**config.mk**
```make
export PLATFORM = sky130hd
export DESIGN_NAME = bit32_seq_divider
export DESIGN_NICKNAME = d
export VERILOG_FILES = /design/src/rtl/bit32_seq_divider.sv
export SDC_FILE = /design/constraint.sdc
export NUM_CORES = 1
export LEC_CHECK = 0
export ABC_AREA = 1
export CAP_MARGIN = 5
export CORE_MARGIN = 2
export CORE_UTILIZATION = 50
export DETAILED_ROUTE_END_ITERATION = 8
export PLACE_DENSITY = 0.72
export SLEW_MARGIN = 30
export SYNTH_ARGS = -nofsm -noshare
export SYNTH_HDL_FRONTEND = slang
export SYNTH_SLANG_ARGS = --single-unit
```
**constraint.sdc**
```tcl
create_clock -name clk_in -period 7.1 [get_ports clk_in]
set_input_delay 0.71 -clock clk_in [delete_from_list [all_inputs] [get_ports clk_in]]
set_output_delay 0.71 -clock clk_in [all_outputs]
set_load 0.005 [all_outputs]
```
**src/rtl/bit32_seq_divider.sv**
```systemverilog
// ---------------------------------------------------------------------------
// bit32_seq_divider
//
// Purpose:
//   A multi-cycle restoring integer divider for DIV and DIVU in the execute
//   stage. It produces one quotient bit per clock from one trial subtraction.
//   Signed operands are converted to magnitudes on entry. The result signs
//   are applied in a final FIX cycle.
//
// Ports:
//   clk_in     : clock; all state changes on the rising edge
//   rst_in     : synchronous, active-high reset
//   start_in   : request; sampled only while idle
//   signed_in  : 1 = signed DIV, 0 = unsigned DIVU; sampled with start_in
//   A_in       : dividend; sampled with start_in
//   B_in       : divisor; sampled with start_in
//   Q_out      : quotient of the last completed operation
//   R_out      : remainder of the last completed operation
//   busy_out   : high while an operation is in flight (CALC or FIX)
//   done_out   : one-cycle pulse; Q_out, R_out and err_out are valid
//   err_out    : divide-by-zero flag of the last completed operation
//
// Timing:
//   Start accepted on edge k leads to done_out high in the cycle after
//   edge k+33. A zero divisor completes on edge k itself and never raises
//   busy_out.
// ---------------------------------------------------------------------------
module bit32_seq_divider #(
  parameter int WIDTH = 32,
  parameter int CNT_W = 6
) (
  input  logic             clk_in,
  input  logic             rst_in,
  input  logic             start_in,
  input  logic             signed_in,
  input  logic [WIDTH-1:0] A_in,
  input  logic [WIDTH-1:0] B_in,
  output logic [WIDTH-1:0] Q_out,
  output logic [WIDTH-1:0] R_out,
  output logic             busy_out,
  output logic             done_out,
  output logic             err_out
);

  typedef enum logic [1:0] {
    IDLE = 2'd0,
    CALC = 2'd1,
    FIX  = 2'd2
  } state_t;

  // The counter value held during the final iteration.
  localparam logic [CNT_W-1:0] LAST_ITER = CNT_W'(WIDTH - 1);

  // ------------------------------------------------------------------------
  // State
  // ------------------------------------------------------------------------
  state_t           state_q,  state_d;
  logic [CNT_W-1:0] cnt_q,    cnt_d;
  logic [WIDTH-1:0] p_q,      p_d;       // partial remainder
  logic [WIDTH-1:0] d_q,      d_d;       // dividend shifting out, quotient shifting in
  logic [WIDTH-1:0] b_q,      b_d;       // divisor magnitude
  logic             q_sign_q, q_sign_d;
  logic             r_sign_q, r_sign_d;
  logic [WIDTH-1:0] q_res_q,  q_res_d;
  logic [WIDTH-1:0] r_res_q,  r_res_d;
  logic             err_q,    err_d;
  logic             done_q,   done_d;

  // ------------------------------------------------------------------------
  // Operand conditioning
  // ------------------------------------------------------------------------
  logic             a_neg;
  logic             b_neg;
  logic [WIDTH-1:0] a_mag;
  logic [WIDTH-1:0] b_mag;

  // An operand is negative only for signed requests with the MSB set.
  assign a_neg = signed_in & A_in[WIDTH-1];
  assign b_neg = signed_in & B_in[WIDTH-1];
  // -0x80000000 wraps to itself. Read as unsigned, that is the correct
  // magnitude 2^31.
  assign a_mag = a_neg ? (~A_in + 1'b1) : A_in;
  assign b_mag = b_neg ? (~B_in + 1'b1) : B_in;

  // ------------------------------------------------------------------------
  // One restoring step
  // ------------------------------------------------------------------------
  // The shifted remainder keeps the bit that leaves the top of P.
  // For unsigned divisors of 2^31 or more, P itself can reach 2^31.
  // Dropping that bit would then corrupt the quotient.
  logic [WIDTH:0]   p_shift;
  logic [WIDTH:0]   trial;
  logic             q_bit;

  assign p_shift = {p_q, d_q[WIDTH-1]};
  assign trial   = p_shift - {1'b0, b_q};
  // A clear top bit means the subtraction did not borrow.
  assign q_bit   = ~trial[WIDTH];

  // ------------------------------------------------------------------------
  // Next-state / datapath logic
  // ------------------------------------------------------------------------
  always_comb begin
    state_d  = state_q;
    cnt_d    = cnt_q;
    p_d      = p_q;
    d_d      = d_q;
    b_d      = b_q;
    q_sign_d = q_sign_q;
    r_sign_d = r_sign_q;
    q_res_d  = q_res_q;
    r_res_d  = r_res_q;
    err_d    = err_q;
    done_d   = 1'b0;

    case (state_q)
      IDLE: begin
        if (start_in) begin
          if (B_in == '0) begin
            // Finish at once. The FSM never leaves IDLE, so busy stays low.
            q_res_d = '1;
            r_res_d = A_in;
            err_d   = 1'b1;
            done_d  = 1'b1;
          end else begin
            // The result registers keep their values until this
            // operation completes.
            d_d      = a_mag;
            b_d      = b_mag;
            p_d      = '0;
            cnt_d    = '0;
            q_sign_d = a_neg ^ b_neg;
            r_sign_d = a_neg;
            state_d  = CALC;
          end
        end
      end

      CALC: begin
        // On a borrow, P' is smaller than the divisor, so it fits in WIDTH bits.
        p_d   = q_bit ? trial[WIDTH-1:0] : p_shift[WIDTH-1:0];
        d_d   = {d_q[WIDTH-2:0], q_bit};
        cnt_d = cnt_q + 1'b1;
        if (cnt_q == LAST_ITER) begin
          state_d = FIX;
        end
      end

      FIX: begin
        // Signed DIV truncates toward zero. The remainder takes the
        // dividend's sign.
        q_res_d = q_sign_q ? (~d_q + 1'b1) : d_q;
        r_res_d = r_sign_q ? (~p_q + 1'b1) : p_q;
        err_d   = 1'b0;
        done_d  = 1'b1;
        state_d = IDLE;
      end

      default: begin
        state_d = IDLE;
      end
    endcase
  end

  // ------------------------------------------------------------------------
  // Registers
  // ------------------------------------------------------------------------
  always_ff @(posedge clk_in) begin
    if (rst_in) begin
      state_q  <= IDLE;
      cnt_q    <= '0;
      p_q      <= '0;
      d_q      <= '0;
      b_q      <= '0;
      q_sign_q <= 1'b0;
      r_sign_q <= 1'b0;
      q_res_q  <= '0;
      r_res_q  <= '0;
      err_q    <= 1'b0;
      done_q   <= 1'b0;
    end else begin
      state_q  <= state_d;
      cnt_q    <= cnt_d;
      p_q      <= p_d;
      d_q      <= d_d;
      b_q      <= b_d;
      q_sign_q <= q_sign_d;
      r_sign_q <= r_sign_d;
      q_res_q  <= q_res_d;
      r_res_q  <= r_res_d;
      err_q    <= err_d;
      done_q   <= done_d;
    end
  end

  // ------------------------------------------------------------------------
  // Outputs
  // ------------------------------------------------------------------------
  assign Q_out    = q_res_q;
  assign R_out    = r_res_q;
  assign err_out  = err_q;
  assign done_out = done_q;
  assign busy_out = (state_q != IDLE);

endmodule

```
## Word-level counts from Yosys, hierarchy flattened

Cells that the tools add are included.
W data, S select, Z words.

- Latch bits: 0
- Bits in writable memories: 0
- Memories kept: 0
- Register bits after elaboration: 172
- Bits in read-only memories: 0
- Word-level logic and storage cells: 72
- Input port bits: 68

- Add/subtract/negate cells: 6
- Shifts and indexed selects: 0
- Muxes and demuxes: 30
- Divide/modulo/power cells: 0
- Reductions and logical operators: 9
- Eq/ne operators: 7
- $lt $le $gt $ge: 0
- Bitwise operators: 9
- $mul: 0

Operator list:

| cell | count |
|---|---|
| $mux W32 | 13 |
| $pmux W32 S2 | 4 |
| $add A32 B1 Y32 const B | 4 |
| $not A32 Y32 | 4 |
| $sub A33 B32 Y33 | 1 |
| $logic_not A32 Y1 | 1 |
| $mux W6 | 2 |
| $pmux W6 S2 | 1 |
| $reduce_and A3 Y1 | 4 |
| $ne A2 B2 Y1 const B | 4 |
| $add A6 B1 Y6 const B | 1 |
| $eq A6 B5 Y1 const B | 1 |
| $mux W2 | 3 |
| $reduce_bool A2 Y1 | 3 |
| $mux W1 | 4 |
| $pmux W1 S2 | 2 |
| $pmux W2 S2 | 1 |
| $and A1 B1 Y1 | 2 |
| $eq A2 B1 Y1 const B | 1 |
| $eq A2 B2 Y1 const B | 1 |
| $logic_not A2 Y1 | 1 |
| $not A1 Y1 | 2 |
| $xor A1 B1 Y1 | 1 |

## Depth between registers and ports, before layout

Gate-level depths: netlist (run 1).

- Word-level depth: 6
- Depth in mapped cells: 18
- Gate-level depth less buffers: 17

## Worst setup path before layout (run 1)

OpenSTA, ideal clock, no wires.

- Path type: reg2reg
- Start point: register d_q[31]
- End point: register p_q[10]
- Data required time: 6.968 ns
- Setup time: 0.132 ns
- Stages on the path, launching flop included: 19
- Period minus slack after synthesis: 2.258 ns
- Arrival time: 2.126 ns
- Slack: 4.842 ns
- Cells stage by stage: dfxtp_1 inv_1 ha_1 fa_1 inv_1 nand2_1 nand2_1 nand3_1 nand2_1 nand2_1 nand2_2 nand2_2 nand2_2 nand2_4 nand2_4 buf_6 nand2_1 nand3_1 a21oi_1

- Longest elaborated chain between the ends: 3

Ends and longest elaborated chain:

| element | RTL line | RTL |
|---|---|---|
| start, declared | 60 | `logic [WIDTH-1:0] d_q, d_d;` |
| start signal, assigned | 173 | `d_q <= '0;` |
| start signal, assigned | 185 | `d_q <= d_d;` |
| $sub A33 B32 Y33 | 96 | `assign trial = p_shift - {1'b0, b_q};` |
| $mux W32 | 141 | `p_d = q_bit ? trial[WIDTH-1:0] : p_shift[WIDTH-1:0];` |
| $pmux W32 S2 | 116 | `case (state_q)` |
| end signal, assigned | 184 | `p_q <= p_d;` |
| end, declared | 59 | `logic [WIDTH-1:0] p_q, p_d;` |

No other way between the ends.
A chain may end at the register's enable or synchronous reset.

## Final worst setup path (run 1)

- Start point: input signed_in
- End point: register d_q[11]

- Longest elaborated chain between the ends: 5

Ends and longest elaborated chain:

| element | RTL line | RTL |
|---|---|---|
| start, declared | 35 | `input logic signed_in,` |
| $and A1 B1 Y1 | 78 | `assign a_neg = signed_in & A_in[WIDTH-1];` |
| $mux W32 | 82 | `assign a_mag = a_neg ? (~A_in + 1'b1) : A_in;` |
| $mux W32 | 119 | `if (B_in == '0) begin` |
| $mux W32 | 118 | `if (start_in) begin` |
| $pmux W32 S2 | 116 |  |

No other way between the ends. The select of a mux whose other input is x is not followed.

==> impl_metrics.json, run 1 <==
{
  "p_leak_uw": 0.00696,
  "hold_viol_final": 0,
  "synthArstFlopShare_pct": 0,
  "worstMarginPinSlew_ns": 0.978,
  "io_pins": 135,
  "synth.avg_cell_area_um2": 5.93,
  "holdWs_ns": 0.495,
  "crit_chain": "clkdlybuf4s50_1 > nand2_1 > clkinv_1 > o21ai_0 > nand2_1 > xor2_1 > a22oi_1 > o21ai_1 > nand2_1 > inv_1",
  "ctsHtreeMaxLevel": 4,
  "final-max-slew-violation-count": 0,
  "mostFrequentLayoutCell": "nand2_1",
  "synth_edf_count": 0,
  "cts_sinks": 172,
  "nets": 2379,
  "timing.rr.start": "d_q[31]",
  "place_hpwl_um": 34900,
  "post-route-drc-count": 0,
  "cap_viol_max_count": 0,
  "skew_ns": 0.0118,
  "syn_to_final_growth_pct": 14.9,
  "die_height_um": 165,
  "ys_seq_area_share_pct": 26.4,
  "wl_per_cell_um": 17.3,
  "setup_viol": 0,
  "hp-class": "flop to flop",
  "clk_transition_reported_paths_ns": 0.07,
  "drive_gt1_share_pct": 3.67,
  "power_density_mw_per_mm2": 288,
  "worstHoldStart": "d_q[31]",
  "portBuffers": 134,
  "syn_inst": 2198,
  "rrSetupSlack_ns": 3.89,
  "synth_fp_nets": 2304,
  "cp-start-kind": "input pin",
  "rsz0062_at_grt": "false",
  "fin_crit_ns": 3.25,
  "core_mm2": 0.0258,
  "post-route-util_pct": 58.0,
  "post_cts_buffers": 0,
  "hold_depth": 2,
  "timing.critical_path.buf_inv": 3,
  "num_vias": 14702,
  "crit_family": "buffers and inverters",
  "endpoint_kind": "flop",
  "crit_fanout": 28,
  "required_ns": 7.44,
  "fillCellCount": 2659,
  "multi_input_area_mm2": 0.00799,
  "cts_buffer_depth": 2,
  "routed_via_density": 5.61,
  "antenna_found_initial": 1,
  "status": "completed",
  "regArea_mm2": 0.00344,
  "root_buffer": "clkbuf_16",
  "crit_slowest_cell": "clkinv_1",
  "dr.first_iter.drc_count": 1564,
  "rr_endpoint": "p_q[21]",
  "postRouteAntennaNets": 0,
  "die_area_mm2": 0.0274,
  "fmax_mhz": 308,
  "grt_pass1_vias": 13128,
  "ctsHoldBuffers": 0,
  "rows": 59,
  "drt-pass1-iter-count": 6,
  "critPathArrivalTime_ns": 3.59,
  "hold_end": "d_q[31]",
  "cts_made_buffers": 17,
  "start_util_pct": 50.5,
  "crit_type": "input pin to flop",
  "synth_area_mm2": 0.0130,
  "clock_latency_ns": 0.44,
  "place.gp.congestion": 0.937,
  "ir_drop_mv": 0.180,
  "wl_um": 45500,
  "timing.final.crit_share_pct": 45.7,
  "crit_path_max_incr_delay_ns": 0.76,
  "synth_ff_type": "dfxtp_1",
  "reg2regPathDepth": 17,
  "synth.distinct_cells": 49,
  "final_cell_mix": "nand2_1 (607), inv_1 (304), nand3_1 (209)",
  "ys_seq_elements": 172,
  "fp.dieW_um": 165,
  "slew_headroom_pct": 34.7,
  "grt_max_degree": 81,
  "cts_tree": "yes",
  "ys_warn_count": 0,
  "startpoint": "signed_in",
  "finalSetupTns_ns": 0,
  "gr-total-overflow": 0,
  "ctsResizeCount": 0,
  "cp_common_cell": "nand2_1",
  "grt_pass1_wl_um": 71100,
  "grt_usage_pct": 33.5
}
==> area by class of cell <==
type / count / share of cell area [%]
Antenna cell: 1 / 0.0167
Timing Repair Buffer: 140 / 9.22
Inverter: 313 / 7.89
Clock inverter: 14 / 0.935
Clock buffer: 18 / 2.86
Tap cell: 335 / 2.80
Multi-Input combinational cell: 1629 / 53.3
Sequential cell: 172 / 23.0
==> kinds of logic (layout without fill, tap and decap cells) <==
| family | after synthesis | after routing | synth area share (%) |
|---|---|---|---|
| simple gates | 1129 | 1129 | 36.9 |
| other cells | 0 | 1 | 0 |
| fa+ha+maj | 38 | 38 | 3.70 |
| buf+inv | 397 | 485 | 12.4 |
| flops | 172 | 172 | 26.4 |
| compound gates | 406 | 406 | 16.9 |
| xor+xnor | 56 | 56 | 3.76 |
==> per-stage QoR <==
stage               worst slack [ns]  instance area [µm²]  std cells  total power [µW]
floorplan                       4.84                13000       2198              2730
global placement                3.30                14400       2589              3330
detailed placement              3.46                14400       2589              3350
CTS                             3.94                15000       2621              4270
global route                    3.63                15000       2621              4650
finish                          3.85                15000       2622              4310
==> cells in the mapped netlist, drive strengths merged (2+ instances only) <==
master / instances / area share, %
a31oi: 35 / 1.7
o21ai: 158 / 6.1
or2: 8 / 0.38
a22oi: 3 / 0.25
a2bb2oi: 2 / 0.13
nor3: 30 / 1.2
buf: 38 / 2.0
clkbuf: 46 / 1.3
xnor2: 19 / 1.3
o221ai: 5 / 0.34
and2: 4 / 0.19
o21bai: 3 / 0.17
a21oi: 178 / 6.9
nor2: 207 / 6.1
nor4: 4 / 0.19
clkinv: 2 / 0.058
ha: 37 / 3.6
nand2: 617 / 18
inv: 311 / 9.0
o22ai: 3 / 0.14
a21o: 2 / 0.12
xor2: 37 / 2.5
and3: 3 / 0.14
nand4: 30 / 1.4
nand3b: 12 / 0.69
nand3: 213 / 8.4
o211ai: 13 / 0.79
dfxtp: 172 / 26
==> tightest hold or removal path, cell delays in order, from the launching register on <==
cell	delay, ns
dfxtp_1	0.31
nand2_1	0.06
a31oi_1	0.07
==> power breakdown <==
part           internal [µW]  switching (µW)
combinational            725            1470
sequential              1070             121
clock                    490             431
==> routing by layer <==
layer  global-route usage (%)  vias up  wire length (µm)
met2                     53.6      675             20100
met1                     45.2     6673             19800
li1                         -     7274                 -
met4                     11.9        0              1580
met5                        0        -                 0
met3                     5.99       80              3940
==> flip-flops by register name (all words and copies together) (netlist names) <==
register / cells
Q_out: 32
R_out: 32
b_q: 32
d_q: 32
p_q: 32
cnt_q: 6
state_q: 2
done_out: 1
err_out: 1
q_sign_q: 1
r_sign_q: 1
==> worst max-delay path by stage <==
stage / cells past startpoint / endpoint
final: 10 / d_q[11]
after CTS: 10 / d_q[11]
after floorplan: 18 / p_q[10]
after detailed placement: 10 / d_q[11]
after global routing: 9 / d_q[22]
after global placement: 15 / d_q[29]
(Power assumes the default switching activity.)
==> inputs of run 2 (changes only) <==
==> constraint.sdc (replaced) <==
create_clock -name clk_in -period 3.3 [get_ports clk_in]
set_input_delay 0.33 -clock clk_in [delete_from_list [all_inputs] [get_ports clk_in]]
set_output_delay 0.33 -clock clk_in [all_outputs]
set_load 0.005 [all_outputs]
==> impl_metrics.json, run 2 (synthesis gave the netlist of run 1 again) <==
{
  "status": "completed",
  "post-route-drc-count": 0,
  "slew_headroom_pct": 37.4,
  "antennaDiodeCount": 0,
  "ctsResizeCount": 0,
  "setup_viol": 0,
  "grt_max_degree": 80,
  "clock_latency_ns": 0.44,
  "mostFrequentLayoutCell": "nand2_1",
  "hp-class": "input pin to flop",
  "root_buffer": "clkbuf_16",
  "cts_made_buffers": 17,
  "cp-start-kind": "flop",
  "wl_per_cell_um": 17.5,
  "cap_viol_max_count": 0,
  "crit_chain": "ha_1 > fa_1 > inv_1 > nand2_1 > nand2_1 > nand3_1 > nand2_1 > nand2_1 > nand2_2 > nand2_2 > nand2_2 > nand2_4 > nand2_4 > nand2_1 > nand3_1 > a21oi_1",
  "cts_tree": "yes",
  "routed_via_density": 5.64,
  "fp.dieW_um": 165,
  "finalSetupTns_ns": 0,
  "nets": 2395,
  "gr-total-overflow": 0,
  "ctsHtreeMaxLevel": 4,
  "clk_transition_reported_paths_ns": 0.07,
  "crit_type": "flop to flop",
  "portBuffers": 134,
  "syn_to_final_growth_pct": 16.2,
  "crit_path_max_incr_delay_ns": 0.41,
  "required_ns": 3.57,
  "rows": 59,
  "wl_um": 46000,
  "grt_usage_pct": 33.7,
  "p_leak_uw": 0.00706,
  "final_cell_mix": "nand2_1 (607), inv_1 (304), nand3_1 (209)",
  "crit_fanout": 27,
  "drive_gt1_share_pct": 4.30,
  "num_vias": 14872,
  "hold_viol_final": 0,
  "drt-pass1-iter-count": 6,
  "ir_drop_mv": 0.360,
  "endpoint_kind": "flop",
  "post_cts_buffers": 0,
  "die_area_mm2": 0.0274,
  "fmax_mhz": 335,
  "critPathArrivalTime_ns": 3.25,
  "grt_pass1_wl_um": 71700,
  "skew_ns": 0.0176,
  "cp_common_cell": "nand2_1",
  "place.gp.congestion": 0.952,
  "cts_buffer_depth": 2,
  "io_pins": 135,
  "start_util_pct": 50.5,
  "antenna_found_initial": 0,
  "power_density_mw_per_mm2": 624,
  "worstMarginPinSlew_ns": 0.939,
  "totalPowerFinal_uw": 9450,
  "grt_pass1_vias": 13261,
  "crit_slowest_cell": "fa_1",
  "timing.critical_path.buf_inv": 1,
  "core_mm2": 0.0258,
  "dr.first_iter.drc_count": 1568,
  "cts_sinks": 172,
  "ctsHoldBuffers": 0,
  "postRouteAntennaNets": 0,
  "crit_family": "simple AND/OR/NAND/NOR gates",
  "rsz0062_at_grt": "false",
  "timing.final.crit_share_pct": 90.4,
  "final-max-slew-violation-count": 0,
  "fin_crit_ns": 2.98,
  "die_height_um": 165,
  "place_hpwl_um": 36400
}
run 2: changes by cell type in the layout (fill, tap and decap cells not counted), sizes merged:
| cell | previous run | this run |
|---|---|---|
| buf | 7 | 23 |
| clkinv | 10 | 3 |
| inv | 314 | 318 |
| bufinv | 1 | 2 |
| diode | 1 | 0 |
run 2: path summary, 6_finish.rpt:
path / slack [ns] / end / depth (start not counted) / startpoint
max: 0.32 / p_q[19] / 16 / b_q[0]
max reg2reg: 0.32 / p_q[19] / 16 / b_q[0]
min reg2reg: 0.49 / cnt_q[1] / 2 / cnt_q[1]
min: 0.40 / b_q[26] / 4 / rst_in
run 2: final cells by class:
cell class,instances,area (µm²)
Timing Repair Buffer,156,1540
Inverter,313,1180
Multi-Input combinational cell,1629,7990
Clock buffer,18,439
Tap cell,335,419
Clock inverter,12,150
Fill cell,2607,10700
Sequential cell,172,3440
run 2: worst register-to-register path, stage by stage, from the launching register on:
cell	delay (ns)
dfxtp_1	0.39
ha_1	0.27
fa_1	0.41
inv_1	0.13
nand2_1	0.07
nand2_1	0.12
nand3_1	0.08
nand2_1	0.14
nand2_1	0.08
nand2_2	0.08
nand2_2	0.09
nand2_2	0.10
nand2_4	0.20
nand2_4	0.35
nand2_1	0.14
nand3_1	0.10
a21oi_1	0.07
run 2: through the flow:
stage	util (%)	cells	cell area, µm²	hold WS (ns)	worst slack [ns]
after floorplan	-	2198	13000	0.430	1.04
final	58.7	2635	15200	0.401	0.317
after global placement	56.4	2605	14600	0.470	0.446
after detailed placement	56.4	2605	14600	0.479	0.413
after global routing	58.7	2635	15200	0.451	0.0557
after CTS	58.7	2635	15200	0.397	0.383
run 2: power breakdown:
part | switching [µW] | internal, µW | total, µW | leakage, µW
combinational | 3200 | 1580 | 4790 | 0.00537
sequential | 271 | 2310 | 2580 | 0.00141
clock | 930 | 1150 | 2080 | 0.000284
total | 4400 | 5050 | 9450 | 0.00706
run 2: layer usage:
metal | share of wire [%] | GRT usage [%] | routed length [µm] | vias to the layer above
met1 | 43 | 46.0 | 19900 | 6801
met3 | 8.3 | 4.35 | 3810 | 86
li1 | - | - | - | 7301
met5 | 0 | 0 | 0 | -
met2 | 45 | 54.2 | 20700 | 684
met4 | 3.6 | 12.8 | 1640 | 0
==> inputs of run 3 (changes only) <==
--- a/config.mk
+++ b/config.mk
@@ -9,9 +9,9 @@
 export CAP_MARGIN = 5
 export CORE_MARGIN = 2
 export CORE_UTILIZATION = 50
+export CTS_CLUSTER_SIZE = 10
 export DETAILED_ROUTE_END_ITERATION = 8
 export PLACE_DENSITY = 0.72
-export SLEW_MARGIN = 30
 export SYNTH_ARGS = -nofsm -noshare
 export SYNTH_HDL_FRONTEND = slang
 export SYNTH_SLANG_ARGS = --single-unit
==> results of run 3 <==
The final DEF is identical to that of run 2; final timing and power are the same.
